`src/rtl/hcode_fifo_arbiter_4ch.sv`:
```
// Four-channel round-robin ap_fifo merger with burst-limited grants and a zero-latency datapath.
// Optional per-channel beat counters are built when HCODE_ARB_STATS_EN is defined.
module hcode_fifo_arbiter_4ch #(
    parameter int DATA_W    = 128,
    parameter int BURST_MAX = 16
) (
    input  logic                ap_clk,
    input  logic                ap_rst,
`ifdef HCODE_ARB_STATS_EN
    input  logic                stat_clr,
    output logic [4*32-1:0]     stat_beats,
`endif
    input  logic [4*DATA_W-1:0] ch_dout,
    input  logic [3:0]          ch_empty_n,
    output logic [3:0]          ch_read,
    input  logic [3:0]          cfg_en,
    output logic [DATA_W-1:0]   out_din,
    input  logic                out_full_n,
    output logic                out_write,
    output logic [1:0]          grant_id,
    output logic                grant_active
);

    typedef enum logic {
        ST_IDLE  = 1'b0,
        ST_BURST = 1'b1
    } state_t;

    localparam logic [7:0] CNT_LAST = 8'(BURST_MAX - 1);

    state_t            r_state;
    state_t            w_state_nx;
    logic [1:0]        r_g;
    logic [1:0]        r_last;
    logic [7:0]        r_cnt;
    logic [1:0]        w_g_nx;
    logic [1:0]        w_last_nx;
    logic [7:0]        w_cnt_nx;
    logic [3:0]        w_req;
    logic [1:0]        w_sel;
    logic              w_any;
    logic              w_beat;
    logic [DATA_W-1:0] w_ch_word [4];

    assign w_req = ch_empty_n & cfg_en;
    assign w_any = |w_req;

    for (genvar gi = 0; gi < 4; gi++) begin : g_words
        assign w_ch_word[gi] = ch_dout[gi*DATA_W +: DATA_W];
    end

    // Round-robin pick; scanning from last+4 down to last+1 lets the nearest requester win.
    always_comb begin
        w_sel = r_last;
        for (int k = 4; k >= 1; k--) begin
            w_sel = w_req[2'(r_last + 2'(k))] ? 2'(r_last + 2'(k)) : w_sel;
        end
    end

    // Grant FSM next state plus the combinational beat strobes.
    always_comb begin
        w_state_nx = r_state;
        w_g_nx     = r_g;
        w_last_nx  = r_last;
        w_cnt_nx   = r_cnt;
        w_beat     = 1'b0;
        case (r_state)
            ST_IDLE: begin
                if (w_any) begin
                    w_state_nx = ST_BURST;
                    w_g_nx     = w_sel;
                    w_last_nx  = w_sel;
                    w_cnt_nx   = 8'd0;
                end else begin
                    w_state_nx = ST_IDLE;
                end
            end
            ST_BURST: begin
                w_beat = w_req[r_g] & out_full_n;
                if (w_beat) begin
                    w_cnt_nx = r_cnt + 8'd1;
                end else begin
                    w_cnt_nx = r_cnt;
                end
                // A beat on the final count still counts even if the source drains at the same time.
                if (!w_req[r_g] || (w_beat && (r_cnt == CNT_LAST))) begin
                    w_state_nx = ST_IDLE;
                end else begin
                    w_state_nx = ST_BURST;
                end
            end
            default: begin
                w_state_nx = ST_IDLE;
            end
        endcase
        ch_read   = w_beat ? (4'b0001 << r_g) : 4'b0000;
        out_write = w_beat;
    end

    // Grant FSM state registers.
    always_ff @(posedge ap_clk or posedge ap_rst) begin
        if (ap_rst) begin
            r_state <= ST_IDLE;
            r_g     <= 2'd0;
            r_last  <= 2'd3;
            r_cnt   <= 8'd0;
        end else begin
            r_state <= w_state_nx;
            r_g     <= w_g_nx;
            r_last  <= w_last_nx;
            r_cnt   <= w_cnt_nx;
        end
    end

    assign out_din      = w_ch_word[r_g];
    assign grant_id     = r_g;
    assign grant_active = (r_state == ST_BURST);

`ifdef HCODE_ARB_STATS_EN
    logic [31:0] r_stat [4];

    // Per-channel beat counters; a clear wins over a coincident beat.
    always_ff @(posedge ap_clk or posedge ap_rst) begin
        if (ap_rst) begin
            for (int i = 0; i < 4; i++) begin
                r_stat[i] <= 32'd0;
            end
        end else if (stat_clr) begin
            for (int i = 0; i < 4; i++) begin
                r_stat[i] <= 32'd0;
            end
        end else begin
            for (int i = 0; i < 4; i++) begin
                r_stat[i] <= ch_read[i] ? (r_stat[i] + 32'd1) : r_stat[i];
            end
        end
    end

    for (genvar gs = 0; gs < 4; gs++) begin : g_stats
        assign stat_beats[gs*32 +: 32] = r_stat[gs];
    end
`endif

endmodule
```
`config.mk`:
```
export PLATFORM = sky130hd
export DESIGN_NAME = hcode_fifo_arbiter_4ch
export DESIGN_NICKNAME = d
export VERILOG_FILES = /design/src/rtl/hcode_fifo_arbiter_4ch.sv
export SDC_FILE = /design/constraint.sdc
export NUM_CORES = 1
export LEC_CHECK = 0
export CORE_AREA = 5 5 252 254
export DETAILED_ROUTE_END_ITERATION = 7
export DIE_AREA = 0 0 257 259
export GPL_TIMING_DRIVEN = 0
export PLACE_DENSITY_LB_ADDON = 0.1
export SLEW_MARGIN = 20
export SYNTH_ARGS = -nofsm -noshare
export SYNTH_HDL_FRONTEND = slang
export SYNTH_SLANG_ARGS = --single-unit
```
`constraint.sdc`:
```
create_clock -name ap_clk -period 2.4 [get_ports ap_clk]
set_clock_uncertainty 0.2 [all_clocks]
set_input_delay 0.24 -clock ap_clk [delete_from_list [all_inputs] [get_ports ap_clk]]
set_output_delay 0.24 -clock ap_clk [all_outputs]
set_load 0.005 [all_outputs]
```
==> summary.md, run 1 <==
| Metric | Value |
|---|---|
| Syn avg cell area | `15.4 sq um` |
| Top cell type's share of synthesized area | `between 70% and 80%` |
| Largest family of logic cells by synthesized area | `multiplexers` |
| Wire length per cell | `25.7 microns` |
| Detailed Place HPWL | `40.3 mm` |
| Antenna violations before repair | `10` |
| Flops & latches, synth | `13` |
| Final Power | `0.00917 W` |
| Worst Setup End Kind | `primary output` |
| Layout area overhead | `215%` |
| DR iter-0 viols | `278` |
| Syn Inst Count | `248` |
| Placed cells | `1696` |
| Compound-Gate Fraction of Synth Area | `under 10%` |
| H-tree depth | `1` |
| RSZ-0062 raised after global routing | `true` |
| DRT Pass-1 Iters | `4` |
| M1 GR Usage | `between 10% and 20%` |
| Slew Viols, Final | `0` |
| Multiplexer area fraction after synthesis | `about three quarters` |
| Worst endpoint data arrival time | `2030 ps` |
| GR peak layer | `met2` |
| Lkg Pwr | `4.68 nW` |
| Adder-cell share of the synthesized area | `0.327%` |
| Fin area | `~12000 sq um` |
| GPL Wtd Cong | `0.832` |
| Syn Std Cell Area | `3830 sq um` |
| # setup viols final | `5` |
| Crit-path max FO | `3` |
| Final nets | `1471` |
| Clock tree buffer depth | `2` |
| Initial Util | `under 10%` |
| Vias in the first global route | `approximately 6600` |
| Pwr/cell area | `~760 nW/um^2` |
| Yosys top cell by area | `mux4_2` |
| Area post-placement | `approximately 11000 sq um` |
| Failing checks | `negative setup slack` |
| Post-DR vias/cell | `around 3.4` |
| Drc violations | `0` |
| Final WS setup | `-68.8 ps` |
| Final hold vios | `0` |
| Die area | `66600 sq um` |
| Synthesized-area fraction occupied by xor and xnor cells | `0%` |
| GRT overflow | `0` |
| Synth cell types | `40` |
| I/O pin total | `approximately 660` |
| Via count | `5869` |
| Clock root buffer | `clkbuf_16` |
| Met2 Track Usage GR | `23.9%` |
| Die width | `257 microns` |
| Die Y | `259 microns` |
| CTS tree | `yes` |
| Pre-CTS worst setup slack | `-1340 ps` |
| Worst-margin pin slew | `562 ps` |
| Fmax | `405 MHz` |
| Largest net degree at the start of global routing | `14` |
| # port buffers | `658` |
| TNS Setup | `-180 ps` |
| Post-Synth Simple-Gate Area | `4.31%` |
| VDD IR max | `0.333 mV` |
| Required time at the worst-slack endpoint | `1960 ps` |
| Register area share after synthesis | `between 8 and 9%` |
| Core Box Area | `61000 sq um` |
| GR Util All Layers | `12.6%` |
| M3 GR Usage | `4.09%` |
| Worst slew margin | `62.5%` |
| Clock buffer count from CTS | `3` |
| Worst-skew pair later-pin latency | `around 240 ps` |
| Layout cells sized above 1 | `28.0%` |
| Syn nets | `a little under 800` |
| Clock Pin Slew Worst Setup and Hold Paths | `40 ps` |
| WL final | `44.9 mm` |
| Rows | `91` |
| Critical path type | `in -> out` |
| Min-Delay Path Class | `in -> async` |
| Syn. warnings | `0` |
| MaxCap Viol Count | `0` |
| Final min period | `~2500 ps` |
| Status | `complete, but fails checks` |
| DRT antenna net count | `0` |
| CP startpoint kind | `input pin` |
| Final period util | `103%` |
| Post-CTS Hold Buffers | `0` |
| Area contributors post-synth | `mux4_2, dfrtp_1, buf_2` |
| Non-Filler Instances | `between 1500 and 2000` |
| Total clock sinks | `13` |
| First-pass GRT wire length | `59.1 mm` |
-- worst paths after layout --
| kind | from | to | slack (ps) | cells after the start |
|---|---|---|---|---|
| max in group asynchronous | ap_rst | grant_id[0] | 1440 | 2 |
| min in group ap_clk | r_cnt[7] | r_cnt[7] | 280 | 1 |
| setup reg to reg | grant_id[1] | r_cnt[5] | 150 | 6 |
| hold reg to reg | r_cnt[7] | r_cnt[7] | 280 | 1 |
| hold / removal | ap_rst | r_cnt[0] | 160 | 2 |
| setup / recovery | ch_empty_n[1] | ch_read[3] | -70 | 8 |
-- final cells by class --
type | instances | area [sq um]
inverter | 6 | 22.5
buffer | 31 | 430
tap | 790 | 988
fill | 6673 | 49000
timing repair buffer | 697 | 6830
clock buffer | 4 | 78.8
sequential | 13 | 329
antenna | 8 | 20.0
multi-input combinational | 195 | 3350
-- routing by layer --
metal	part of all wire, %	vias to the layer above	routed length [microns]
li1	-	2591	-
met1	36	2926	16300
met2	54	322	24300
met3	8.3	22	3740
met4	1.1	8	503
met5	0.12	-	52
-- placed cells by master, fill, tap and decap left out, types with 3 or more instances in the layout --
cell / synthesis / final
clkdlybuf4s15_1: 0 / 18
nand2_1: 8 / 6
clkbuf_4: 0 / 5
diode_2: 0 / 8
nand2_2: 1 / 3
o211ai_1: 5 / 5
dlymetal6s2s_1: 0 / 45
clkbuf_1: 13 / 3
a21oi_1: 4 / 4
o31ai_1: 5 / 5
mux4_2: 129 / 129
buf_12: 0 / 15
clkbuf_2: 0 / 29
o21ai_0: 4 / 4
clkbuf_16: 0 / 5
buf_4: 0 / 33
buf_6: 0 / 11
clkdlybuf4s50_1: 0 / 521
dfrtp_1: 11 / 10
nand3_1: 6 / 6
inv_1: 5 / 5
dlygate4sd2_1: 0 / 19
buf_2: 14 / 20
-- synth_stat cells --
cell type,count
or4_1,2
clkbuf_1,13
nand2_2,1
a32oi_1,1
or2_1,1
o41ai_1,1
nor2_1,2
inv_1,5
o211a_1,1
mux4_2,129
o21ai_1,2
ha_1,1
o311ai_1,1
nor3b_1,2
nor3_1,2
nand3_1,6
buf_2,14
a31oi_1,1
and3b_1,2
inv_2,1
o31ai_1,5
a21oi_1,4
mux2i_1,1
dfrtp_1,11
nand2_1,8
a22oi_1,2
o21ai_0,4
dfstp_2,2
o211ai_1,5
o21bai_1,1
and4_1,1
buf_1,7
a211oi_1,1
a31o_2,1
a221oi_1,1
and3_1,1
nand4_1,2
o311ai_0,1
a21o_1,1
a22o_1,1
-- logic make-up (layout without fill, tap and decap cells) --
group,Yosys count,count (layout)
DFF,13,13
adders and majority gates,1,1
other,0,8
buffers and inverters,40,738
AOI/OAI and AO/OA,34,34
muxes,130,130
and+or+nand+nor,30,30
-- registers in the layout (all words and copies together) (netlist names) --
name	flops
r_cnt	8
r_last	2
grant_active	1
grant_id	2
-- worst max-delay path, stage by stage --
cell	delay, ps
clkdlybuf4s50_1	490
nand2_2	90
mux4_2	520
or2_4	280
buf_6	120
inv_2	40
and3_1	140
buf_2	110
-- stage by stage --
stage	util, %	hold WS (ps)
global route	19.7	221
global placement	18.7	270
floorplan	-	-84.5
CTS	19.3	188
finish	19.7	155
detailed placement	18.7	276
-- where the power goes --
| group | internal (W) | switching [W] | leakage (nW) |
|---|---|---|---|
| sequential | 0.000285 | 0.0000697 | 0.166 |
| clock | 0.000224 | 0.0000870 | 0.0382 |
| combinational | 0.00499 | 0.00351 | 4.47 |
-- repair_timing --
item	in CTS	in global routing
hold endpoints to repair	0	0
gates cloned	1	1
pin swaps	4	0
endpoints found under the setup margin	134	80
resized for setup	265	137
setup buffers	14	23
No activity file was read; power rests on OpenSTA's default activity.
==> inputs of run 2 (changes only) <==
--- a/config.mk
+++ b/config.mk
@@ -5,9 +5,9 @@
 export SDC_FILE = /design/constraint.sdc
 export NUM_CORES = 1
 export LEC_CHECK = 0
-export CORE_AREA = 5 5 252 254
+export CORE_AREA = 2 2 256 258
 export DETAILED_ROUTE_END_ITERATION = 7
-export DIE_AREA = 0 0 257 259
+export DIE_AREA = 0 0 258 260
 export GPL_TIMING_DRIVEN = 0
 export PLACE_DENSITY_LB_ADDON = 0.1
 export SLEW_MARGIN = 20
==> run 2 against run 1 <==
Against the previous run:
- clock power about the same
- combinational power up 4.2%
- the run still ends with negative setup slack left
- utilization down 0.58 points
- first-iteration DRC count down 20%
- sequential share of layout area about the same
- critical path type is now reg -> out
- setup slack better by 19 ps
- count of clock-buffer cells in the layout unchanged
- final cell count up 4.2%
==> summary.md, run 2 (synthesized netlist as in run 1, its figures left out) <==
| Metric | Value |
|---|---|
| Status | `complete, but fails checks` |
| Failing checks | `negative setup slack` |
| Comb pwr share | `92.7%` |
| Area post-placement | `11500 sq um` |
| # setup viols final | `4` |
| Worst-skew pair later-pin latency | `roughly 240 ps` |
| Layout area overhead | `221%` |
| Worst-margin pin slew | `577 ps` |
| Via count | `5968` |
| Hold_ws | `187 ps` |
| Int Pwr | `approximately 0.0059 W` |
| Commonest non-fill, non-tap cell in the layout | `clkdlybuf4s50_1` |
| GPL Wtd Cong | `0.838` |
| Worst R2R Setup Slack | `90 ps` |
| Critical path depth | `6` |
| DRT Pass-1 Iters | `7` |
| Clock root buffer | `clkbuf_16` |
| Die Y | `about 260 microns` |
| Wire length per cell | `24.7 microns` |
| MaxCap Viol Count | `0` |
| CTS tree | `yes` |
| Clock tree buffer depth | `2` |
| Reg area | `around 330 sq um` |
| I/O pin total | `659` |
| Slew Viols, Final | `0` |
| GRT overflow | `0` |
| Worst reg-to-reg path cell count | `6` |
| Total clock sinks | `13` |
| R2r endpoint | `r_cnt[6]` |
| # port buffers | `around 660` |
| DRT antenna net count | `0` |
| Min-Delay Path Class | `in -> async` |
| VDD IR max | `0.272 mV` |
| Sw Ratio | `38.7%` |
| Critical path's slowest cell | `dfrtp_4` |
| Final hold vios | `0` |
| Fin area | `12300 sq um` |
| Die area | `about 67000 sq um` |
| RSZ-0062 raised after global routing | `true` |
| Largest net degree at the start of global routing | `14` |
| First-pass GRT wire length | `between 50 and 60 mm` |
| Max reg flops | `8` |
| Vias in the first global route | `6528` |
| Post-CTS Hold Buffers | `0` |
| GR Util All Layers | `12.4%` |
| Clock Power Share | `3.3%` |
| Lkg Pwr | `4.53 nW` |
| Critical path type | `reg -> out` |
| Final WS setup | `-50.2 ps` |
| Worst Setup End Kind | `primary output` |
| Initial Util | `5.97%` |
| Die width | `258 microns` |
| Psw | `0.00370 W` |
| DR iter-0 viols | `between 200 and 250` |
| Required time at the worst-slack endpoint | `1960 ps` |
| Worst Path Buf+Inv | `3` |
| Drc violations | `0` |
| Crit-path max FO | `7` |
| Worst r2r src | `grant_id[0]` |
| Worst path cell trace | `buf_12 -> mux4_2 -> or2_4 -> buf_6 -> nor3b_2 -> buf_2` |
| Layout cells sized above 1 | `a little under a third` |
| H-tree depth | `1` |
| Final period util | `102%` |
| Clock Pin Slew Worst Setup and Hold Paths | `50 ps` |
| WL final | `~45 mm` |
| Fin util | `19.2%` |
| Final min period | `around 2500 ps` |
| Worst endpoint data arrival time | `2010 ps` |
| Fmax | `408 MHz` |
| Clock buffer count from CTS | `3` |
| Worst slew margin | `roughly 61%` |
| Pwr/cell area | `778 nW/um^2` |
| Antenna violations before repair | `11` |
| Multi-input logic area | `3360 sq um` |
| Detailed Place HPWL | `39.6 mm` |
| CP startpoint kind | `register` |
| Biggest register | `r_cnt` |
| Crit path max-delay family | `flip-flops` |
| Fill cells | `7017` |
| Core Box Area | `64100 sq um` |
| Final nets | `between 1000 and 1500` |
| Post-DR vias/cell | `3.28` |
| Register share of total power | `4.0%` |
| Most frequent cells in the layout | `clkdlybuf4s50_1, mux4_2, buf_6` |
| CP peak stage delay | `around 560 ps` |
| Rows | `a little over 90` |
| TNS Setup | `-70.3 ps` |
==> run 2: cell count changes in the layout (fill, tap and decap cells not counted), moves of 3 or more <==
cell            before  now
buf_4               33   26
dlygate4sd2_1       19   35
buf_12              15   21
buf_2               20   25
diode_2              8    4
clkbuf_4             5    2
clkbuf_2            29   26
buf_6               11   44
dlymetal6s2s_1      45   11
==> run 2: final cells by class <==
class	count	share of cell area, %
timing repair buffer	711	57.4
multi-input combinational	195	27.3
tap	855	8.70
buffer	29	3.01
sequential	13	2.70
clock buffer	4	0.641
inverter	6	0.183
antenna	4	0.0814
==> run 2: stage by stage <==
step                      total power (W)  setup WS (ps)  cells
after floorplan                   0.00369            286    248
after global placement            0.00855          -1550   1761
after detailed placement          0.00847          -1530   1761
after CTS                         0.00962           -173   1808
after global routing               0.0102           -122   1816
final                             0.00956          -50.2   1817
==> run 2: power groups by stage <==
stage	clock (W)	combinational [W]	sequential, W
global placement	0	0.00821	0.000344
floorplan	0	0.00336	0.000325
CTS	0.000322	0.00892	0.000383
global route	0.000335	0.00948	0.000400
detailed placement	0	0.00813	0.000341
finish	0.000314	0.00887	0.000381
==> run 2: routing by layer <==
| layer | routed length (microns) | track usage, % |
|---|---|---|
| met1 | 17100 | 14.3 |
| met2 | 23600 | 23.2 |
| met3 | 3620 | 3.64 |
| met4 | 439 | 1.69 |
| met5 | 63 | 0 |
==> run 2: how the worst max path moves through the flow <==
stage                 from          end  slack [ps]
4_1_cts        grant_id[0]  out_din[49]        -170
3_3_place_gp   grant_id[0]  out_din[49]       -1550
3_5_place_dp   grant_id[0]  out_din[49]       -1530
5_1_grt        grant_id[0]   ch_read[2]        -120
6_report       grant_id[0]   ch_read[2]         -50
2_1_floorplan  grant_id[1]   ch_read[1]         290
==> run 2: what timing repair did <==
action	CTS	global route
setup endpoints to repair	142	88
pin swaps	3	1
gates cloned	2	3
gates resized for setup	429	104
setup buffers	44	5
==> inputs of run 3 (changes only) <==
--- a/config.mk
+++ b/config.mk
@@ -5,6 +5,7 @@
 export SDC_FILE = /design/constraint.sdc
 export NUM_CORES = 1
 export LEC_CHECK = 0
+export ABC_AREA = 1
 export CORE_AREA = 2 2 256 258
 export DETAILED_ROUTE_END_ITERATION = 7
 export DIE_AREA = 0 0 258 260
==> run 3 against run 2 <==
Against the previous run:
- the flow still finishes with violations (negative setup slack)
- combinational power is 50% higher
- sequential share of layout area shrank 0.25 points
- power is 46% higher
- routed wire length grew 23%
- worst hold slack worse by 45 ps
- critical path depth up 3
- utilization rose by 1.8 points
- sequential power down 5%
- design area grew 9.4%
- largest power group unchanged
==> summary.md, run 3 <==
| Metric | Value |
|---|---|
| Fmax | `388 MHz` |
| Die width | `258 microns` |
| CP peak stage delay | `450 ps` |
| H-tree depth | `1` |
| Clock root buffer | `clkbuf_16` |
| Layout area overhead | `217%` |
| Syn. warnings | `0` |
| Largest net degree at the start of global routing | `14` |
| Top cell type's share of synthesized area | `47.7%` |
| Worst Setup End Kind | `primary output` |
| Flops & latches, synth | `13` |
| Hold_ws | `~140 ps` |
| Layout cells sized above 1 | `23.0%` |
| CP startpoint kind | `register` |
| Failing checks | `negative setup slack` |
| Post-CTS Hold Buffers | `0` |
| Area contributors post-synth | `nand3_1, a22oi_1, dfrtp_1` |
| MaxCap Viol Count | `0` |
| WL final | `about 55 mm` |
| Final hold vios | `0` |
| Status | `complete, but fails checks` |
| DRT antenna net count | `0` |
| DR top layer | `met5` |
| DR iter-0 viols | `about 430` |
| Worst slew margin | `61.0%` |
| Number of synthesized flops with an enable pin | `0` |
| Wire length per cell | `23.6 microns` |
| Final Power | `0.0140 W` |
| Worst-margin pin slew | `around 580 ps` |
| Critical path type | `reg -> out` |
| Biggest register | `r_cnt` |
| Antenna violations before repair | `11` |
| Initial Util | `6.60%` |
| WL met2 | `29.6 mm` |
| Top-count cell post-synth | `nand3_1` |
| Min-Delay Path Class | `in -> async` |
| Lkg Pwr | `5.31 nW` |
| Crit-path max FO | `5` |
| Final WS setup | `-179 ps` |
| VDD IR max | `0.324 mV` |
| # setup viols final | `5` |
| Core Box Area | `~64000 sq um` |
| Die Y | `260 microns` |
| GRT overflow | `0` |
| Synth cell types | `26` |
| Most frequent CP cell | `buf_12` |
| Worst path cell trace | `buf_12 -> inv_12 -> nor2_4 -> buf_12 -> buf_12 -> buf_12 -> a22oi_2 -> nand3_2 -> buf_6` |
| Slew Viols, Final | `0` |
| Register area share after synthesis | `7.74%` |
| Commonest non-fill, non-tap cell in the layout | `clkdlybuf4s50_1` |
| Syn Inst Count | `752` |
| Via count | `9050` |
| Drc violations | `0` |
| Syn avg cell area | `between 5 and 6 sq um` |
| Pwr/cell area | `1040 nW/um^2` |
| Rows | `93` |
| Clock tree buffer depth | `2` |
| Clock buffer count from CTS | `3` |
| Commonest register cell after synthesis | `dfrtp_1` |
| Multi-input logic area | `3940 sq um` |
| Fin util | `21.0%` |
| Routed wl met3 | `4.04 mm` |
| Fill cells | `between 7000 and 8000` |
| Worst endpoint data arrival time | `between 2000 and 2500 ps` |
| Required time at the worst-slack endpoint | `1960 ps` |
| Critical path's slowest cell | `a22oi_2` |
| GPL Wtd Cong | `between 0.8 and 0.9` |
| # port buffers | `658` |
| Final period util | `107%` |
| Worst-skew pair later-pin latency | `240 ps` |
| Yosys top cell by area | `nand3_1` |
| Clock Pin Slew Worst Setup and Hold Paths | `50 ps` |
| Top post-synthesis cells by count | `nand3_1, a22oi_1, nand2_1` |
| DRT Pass-1 Iters | `5` |
| GR Util All Layers | `15.2%` |
| Vias in the first global route | `9443` |
| First-pass GRT wire length | `between 70 and 80 mm` |
| I/O pin total | `between 600 and 700` |
| Die area | `67100 sq um` |
| CTS tree | `yes` |
| Pre-CTS worst setup slack | `-1370 ps` |
| Max reg flops | `8` |
| Syn Std Cell Area | `4230 sq um` |
| RSZ-0062 raised after global routing | `true` |
| Final min period | `2580 ps` |
| Syn nets | `~1300` |
| Met1 Wirelength | `just over 20 mm` |
| Post-DR vias/cell | `3.89` |
| Most frequent cells in the layout | `clkdlybuf4s50_1, nand3_1, a22oi_2` |
| Reg area | `around 330 sq um` |
| Detailed Place HPWL | `45.4 mm` |
| FFs w/ async S/R, synth | `100%` |
| Total clock sinks | `13` |
| Final nets | `1993` |
==> run 3: cell count changes in the layout (fill, tap and decap cells not counted), sizes merged, moves of 36 or more <==
cell,delta
nand2,+51
clkbuf,+36
a22oi,+127
buf,+41
nand3,+398
mux4,-129
==> run 3: worst paths after layout <==
kind	startpoint	end	slack (ps)	cells after the start
hold / removal	ap_rst	grant_id[0]	140	2
min in group ap_clk	r_cnt[1]	r_cnt[1]	340	2
hold reg to reg	r_cnt[1]	r_cnt[1]	340	2
setup / recovery	grant_id[0]	out_din[117]	-180	9
setup reg to reg	r_last[0]	r_last[0]	540	9
max in group asynchronous	ap_rst	grant_id[1]	1460	2
==> run 3: metal layers <==
layer / vias up / global-route usage (%)
met1: 4278 / 16.9
met3: 38 / 3.93
met4: 10 / 2.52
met2: 434 / 29.1
met5: - / 0
li1: 4290 / -
==> run 3: cell type report <==
type	count	area share, %
multi-input combinational	634	29.3
clock buffer	4	0.587
inverter	16	0.540
sequential	13	2.45
antenna	6	0.112
buffer	87	8.50
timing repair buffer	714	50.5
tap	855	7.96
==> run 3: report_power, final <==
part	internal (W)	switching, W	total [W]
logic	0.00634	0.00696	0.0133
registers	0.000289	0.0000738	0.000363
clock network	0.000225	0.0000989	0.000324
==> run 3: timing repair <==
action | CTS | global route
setup endpoints to repair | 133 | 119
setup buffers | 28 | 26
resized for setup | 562 | 217
cloned | 2 | 1
pin swaps | 36 | 54
==> run 3: logic make-up after synthesis <==
logic type	Yosys count	share of synthesized area, %
DFF	13	7.74
buffers and inverters	105	10.7
AOI/OAI and AO/OA	134	23.5
adders and majority gates	1	0.296
xor gates and xnor gates	5	1.03
and+or+nand+nor	494	56.7
==> run 3: critical path, delay by kind of cell (launching register included) <==
kind | cells | cell delay (ps)
buf+inv | 6 | 790
compound gates | 1 | 450
flops | 1 | 420
simple gates | 2 | 210
==> run 3: through the flow <==
stage	TNS (ps)	cells	instance area, sq um
2_1_floorplan	0	752	4230
3_3_place_gp	-92800	2265	11900
3_5_place_dp	-89950	2266	11900
4_1_cts	-2380	2300	13000
5_1_grt	-1140	2329	13400
6_report	-276	2329	13400
